File: src/rtl/seq_recognizer_param.sv
// rtl/seq_recognizer_param.sv - serial bit-pattern recognizer with loadable pattern and match counter
module seq_recognizer_param #(
    parameter int              LEN       = 4,
    parameter logic [LEN-1:0]  PAT_RESET = 4'b1011,
    parameter int              CNT_W     = 8
) (
    input  logic             clk,
    input  logic             reset,
    input  logic             x,
    input  logic             x_valid,
    input  logic             pat_load,
    input  logic [LEN-1:0]   pat_in,
    input  logic             overlap,
    input  logic             clear,
    output logic             z,
    output logic [CNT_W-1:0] match_count,
    output logic             armed
);

    localparam int                FILL_W    = $clog2(LEN + 1);
    localparam logic [FILL_W-1:0] FILL_FULL = FILL_W'(LEN);

    logic [LEN-1:0]    pat;
    logic [LEN-1:0]    hist;
    logic [FILL_W-1:0] fill;

    logic [LEN-1:0]    pat_n;
    logic [LEN-1:0]    hist_n;
    logic [FILL_W-1:0] fill_n;
    logic              z_n;
    logic [CNT_W-1:0]  cnt_n;

    logic [LEN-1:0]    nh;
    logic [FILL_W-1:0] nf;
    logic              hit;

    // Next-state: clear/pat_load restart the window, otherwise a qualified bit is shifted in and matched
    always_comb begin
        pat_n  = pat;
        hist_n = hist;
        fill_n = fill;
        z_n    = 1'b0;
        cnt_n  = match_count;

        // Newest bit enters at bit 0; the oldest bit falls off the top.
        nh  = LEN'({hist, x});
        nf  = (fill == FILL_FULL) ? FILL_FULL : fill + 1'b1;
        hit = (nf == FILL_FULL) && (nh == pat);

        if (clear || pat_load) begin
            hist_n = '0;
            fill_n = '0;
            if (clear) begin
                cnt_n = '0;
            end
            if (pat_load) begin
                pat_n = pat_in;
            end
        end else if (x_valid) begin
            if (hit) begin
                z_n = 1'b1;
                if (match_count != {CNT_W{1'b1}}) begin
                    cnt_n = match_count + 1'b1;
                end
                if (overlap) begin
                    hist_n = nh;
                    fill_n = FILL_FULL;
                end else begin
                    // Matched bits are consumed; the next window starts empty.
                    hist_n = '0;
                    fill_n = '0;
                end
            end else begin
                hist_n = nh;
                fill_n = nf;
            end
        end
    end

    // State register with asynchronous active-low reset
    always_ff @(posedge clk or negedge reset) begin
        if (!reset) begin
            pat         <= PAT_RESET;
            hist        <= '0;
            fill        <= '0;
            z           <= 1'b0;
            match_count <= '0;
        end else begin
            pat         <= pat_n;
            hist        <= hist_n;
            fill        <= fill_n;
            z           <= z_n;
            match_count <= cnt_n;
        end
    end

    assign armed = (fill == FILL_FULL);

endmodule

File: config.mk
export PLATFORM = sky130hd
export DESIGN_NAME = seq_recognizer_param
export DESIGN_NICKNAME = d
export VERILOG_FILES = /design/src/rtl/seq_recognizer_param.sv
export SDC_FILE = /design/constraint.sdc
export NUM_CORES = 1
export LEC_CHECK = 0
export BUFFER_PORTS_ARGS = -buffer_cell sky130_fd_sc_hd__buf_2
export CORE_UTILIZATION = 55
export DETAILED_ROUTE_END_ITERATION = 12
export PLACE_DENSITY = 0.9
export REMOVE_ABC_BUFFERS = 1
export SLEW_MARGIN = 20
export SYNTH_ARGS = -nofsm -noshare
export SYNTH_HDL_FRONTEND = slang
export SYNTH_SLANG_ARGS = --single-unit
export TNS_END_PERCENT = 10
File: constraint.sdc
create_clock -name clk -period 5.05 [get_ports clk]
set_clock_uncertainty 0.1 [all_clocks]
set_input_delay 1.01 -clock clk [delete_from_list [all_inputs] [get_ports clk]]
set_output_delay 1.01 -clock clk [all_outputs]
set_load 0.005 [all_outputs]
[After elaboration in Yosys (flattened, before gate mapping)]
Index checks and enable logic that the tools add are counted.
Storage, ports and cells
  memories kept: 0
  memory bits (writable): 0
  memory bits (read-only): 0
  input bits: 11
  bits in latches: 0
  logic and storage cells: 36
  register bits after elaboration: 19
  output and inout bits: 10
Cells by class
  order comparisons: 0
  mux-type cells: 17
  eq/ne operators: 5
  bitwise logic cells: 0
  multipliers: 0
  shift operators: 0
  reductions and logical operators: 7
  $add $sub $neg: 2
  div/mod/pow operators: 0
Operators with widths (number)
  two-way mux 8 bit: 5
  two-way mux 3 bit: 9
  adder 8 x 1 -> 8 bit (second input constant): 1
  != test 8 bit (second input constant): 1
  equality test 3 bit (second input constant): 2
  nonzero test 2 bit: 3
  equality test 4 bit: 1
  AND reduction 4 bit: 1
  adder 3 x 1 -> 3 bit (second input constant): 1
  two-way mux 1 bit: 3
  != test 2 bit (second input constant): 1
  AND reduction 2 bit: 1
  logical AND 1 bit: 1
  logical OR 1 bit: 1

[Logic depth before layout (Yosys ltp)]
  depth in word-level cells: 7
  mapped depth: 8
  mapped depth without buffers: 7

[Worst setup path before layout]
OpenSTA, ideal clock, no wires.
  path kind: in2reg
  from: input port x
  to: register match_count[2]
  path slack: 2.654 ns
  buffers on the path: 1
  arrival time: 2.168 ns
  stages on the path: 6
  setup time: 0.128 ns
  data required time: 4.822 ns
  path through: xor2_1 nor3_4 nand4_4 buf_6 nor3_1 mux2_1
On the way
  longest elaborated chain between the ends: 4
Ends and longest elaborated chain
  from (decl): line 9  | input logic x,
  equality test 4 bit: line 48  | hit = (nf == FILL_FULL) && (nh == pat);
  logical AND 1 bit: line 48
  nonzero test 2 bit (no line)
  AND reduction 4 bit (no line)
  to (signal assigned): line 93  | match_count <= cnt_n;
  to (decl): line 16  | output logic [CNT_W-1:0] match_count,
Every way passes these cells.
A chain may end at the register's enable or synchronous reset.

[Final worst setup path]
  from: register fill[0]
  to: output port armed
On the way
  longest elaborated chain between the ends: 1
Ends and longest elaborated chain
  from (decl): line 25  | logic [FILL_W-1:0] fill;
  from (signal assigned): line 91  | fill <= fill_n;
  equality test 3 bit: line 97  | assign armed = (fill == FILL_FULL);
  to (decl): line 17  | output logic armed
Every way passes these cells.

==> reports/metrics.cfg <==
[final_layout]
postLayoutCellArea_mm2=0.00119
fillCellCount=158
multi_input_area_um2=533
num_antenna_cells=0
final_cells=149
drive_above_1_share=0.298
syn_to_final_growth_pct=12.2
nNetsFinal=139
seq_area_um2=479
layout_commonest_cell=buf_2
layout_common_cells=buf_2 (20), dfrtp_1 (16), a21oi_1 (10), nand3_1 (8), nor2_1 (7)

[sta]
hold_viol_final=0
setup_viol=0
drv_slew=0
fin_tns_setup_ps=0
rsz0062_at_grt=false
relSlewSlack=0.714
fin_crit_sh=0.471
layout_min_cycle_time_ps=2380
fmax_mhz=421
worst_slew_pin_slew_ps=429

[floorplanning]
core-area_mm2=0.00176
die_h_um=45.9
dieArea_mm2=0.00211
start_util=0.602
row_count=15
die_x_um=45.9
pin_count=21

[place]
io_buffer_count=20
post_dp_cell_area_mm2=0.00117
place_inst=145
place_congestion=0.790
hpwl_mm=1.46

[setup_path]
timing.rr.start=fill[0]
path_max_fanout=4
ff2ff_setup_slack_ps=2810
critPathKind=reg -> out
cp-end-kind=output pin
required_ps=3940
cp.arrival_ps=1270
reg2reg_depth=7
reg2reg_to=match_count[6]
worstSetupStartpointType=flop

[clocking]
worstSkewPairLatency_ps=290
cts_buffers=3
cts_tree=built
cts_root_buffer=clkbuf_4
cts_buffer_depth=2
cts_hold_buf=0
clkTransAtPathRegs_ps=100
cts_setup_buffers=0
cts_max_level=1
ctsResizeCount=0
cts.sinks=19

[pwr]
p_clk_frac=0.286
combPwrFrac=0.105
sw_frac_of_total=0.241
p_seq_frac=0.609
internal_power_mw=0.200
switching_power_mw=0.0637
p_leak_nw=0.536
power.density_mw_per_mm2=221
ir_drop_v=0.000180

[global_routing]
grt_usage=0.229
grt_max_degree=20
antenna_found_initial=0
grt_pass1_wl_mm=3.43
first_global_vias=787
grt-ovfl-total=0

[hold_path]
hp-class=reg -> reg
worstHoldPathCells=1
hp-start=pat[2]
whs_endpoint=pat[2]

[detailed_routing]
viasPerCell=5.66
drc=0
initialDrtViolationCount=16
drt-pass1-iter-count=4
postRouteAntennaNets=0
num_vias=843
routedWlPerCell_um=13.3
wirelength_mm=1.99

[yosys]
synthCells=105
synth_seq_cells=19
async_reset_ff_frac=1.00
synth_area_mm2=0.00106
syn_area_per_cell_um2=10.1
seq_area_frac_synth=0.451
synth_ff_type=dfrtp_1
ys_warn_count=0
synth_edf_count=0
synthDistinctLibCells=32

[job]
cap_violations=0

[outcome]
outcome=completed

Yosys cell counts (2+ instances only):
cell type,n,area share
nor2_1,7,0.025
clkbuf_1,3,0.011
nand3_1,8,0.038
inv_1,6,0.021
a21oi_1,10,0.047
nor4_1,2,0.012
nand2b_1,5,0.029
ha_1,3,0.035
or4_1,3,0.021
a21oi_2,2,0.016
nor2b_1,2,0.012
dfrtp_1,16,0.38
or3_1,3,0.018
o31ai_1,3,0.021
mux2_1,2,0.021
mux2_2,5,0.053
o21ai_0,2,0.0094
nand2_1,4,0.014
xor2_1,4,0.033
dfstp_2,3,0.074
through the flow:
step	setup WS (ps)	hold WS [ps]	utilization	total power [mW]
floorplan	2600	401	-	0.179
detailed placement	2380	418	0.661	0.192
CTS	2650	443	0.676	0.268
global placement	2420	419	0.661	0.190
finish	2670	440	0.676	0.264
global route	2580	472	0.676	0.276
logic make-up after synthesis:
logic type | after synthesis | synth area share
AOI/OAI and AO/OA | 20 | 0.121
xor gates and xnor gates | 4 | 0.0330
adders and majority gates | 3 | 0.0353
buffers and inverters | 11 | 0.0471
DFF | 19 | 0.451
muxes | 7 | 0.0742
and+or+nand+nor | 41 | 0.238
worst max path at each step:
stage | startpoint | to | slack [ps] | depth (start not counted)
after detailed placement | x | match_count[6] | 2380 | 6
after global placement | x | match_count[6] | 2420 | 6
after CTS | fill[0] | armed | 2650 | 5
final | fill[0] | armed | 2670 | 5
after global routing | x | match_count[6] | 2580 | 6
after floorplan | x | match_count[6] | 2600 | 5
sequential cells by signal, summed over array words and instances (netlist names):
register	cells
fill	3
hist	3
match_count	8
pat	4
z	1
power by group through the flow:
stage	Sequential [mW]	Combinational, mW	Clock (mW)
floorplan	0.163	0.0160	0
global placement	0.163	0.0267	0
detailed placement	0.164	0.0282	0
CTS	0.161	0.0283	0.0783
global route	0.161	0.0309	0.0837
finish	0.161	0.0278	0.0754
per-layer routing:
metal / GRT usage / up-vias / share of wire
met5: 0 / - / 0
met3: 0.0397 / 6 / 0.028
li1: - / 420 / -
met2: 0.366 / 15 / 0.51
met1: 0.296 / 402 / 0.44
met4: 0.118 / 0 / 0.021
worst max-delay path: stages (launching register included):
cell     delay (ps)
dfrtp_1         380
inv_1            70
ha_1            210
nand2_1         150
inv_1            50
buf_2           120
layout make-up:
type,instances,area share
multi-input cells,75,0.447
flip-flops and latches,19,0.402
clock buffers,4,0.0220
inverters,6,0.0189
repair buffers,20,0.0839
well taps,25,0.0262
No activity file was read; power rests on OpenSTA's default activity.
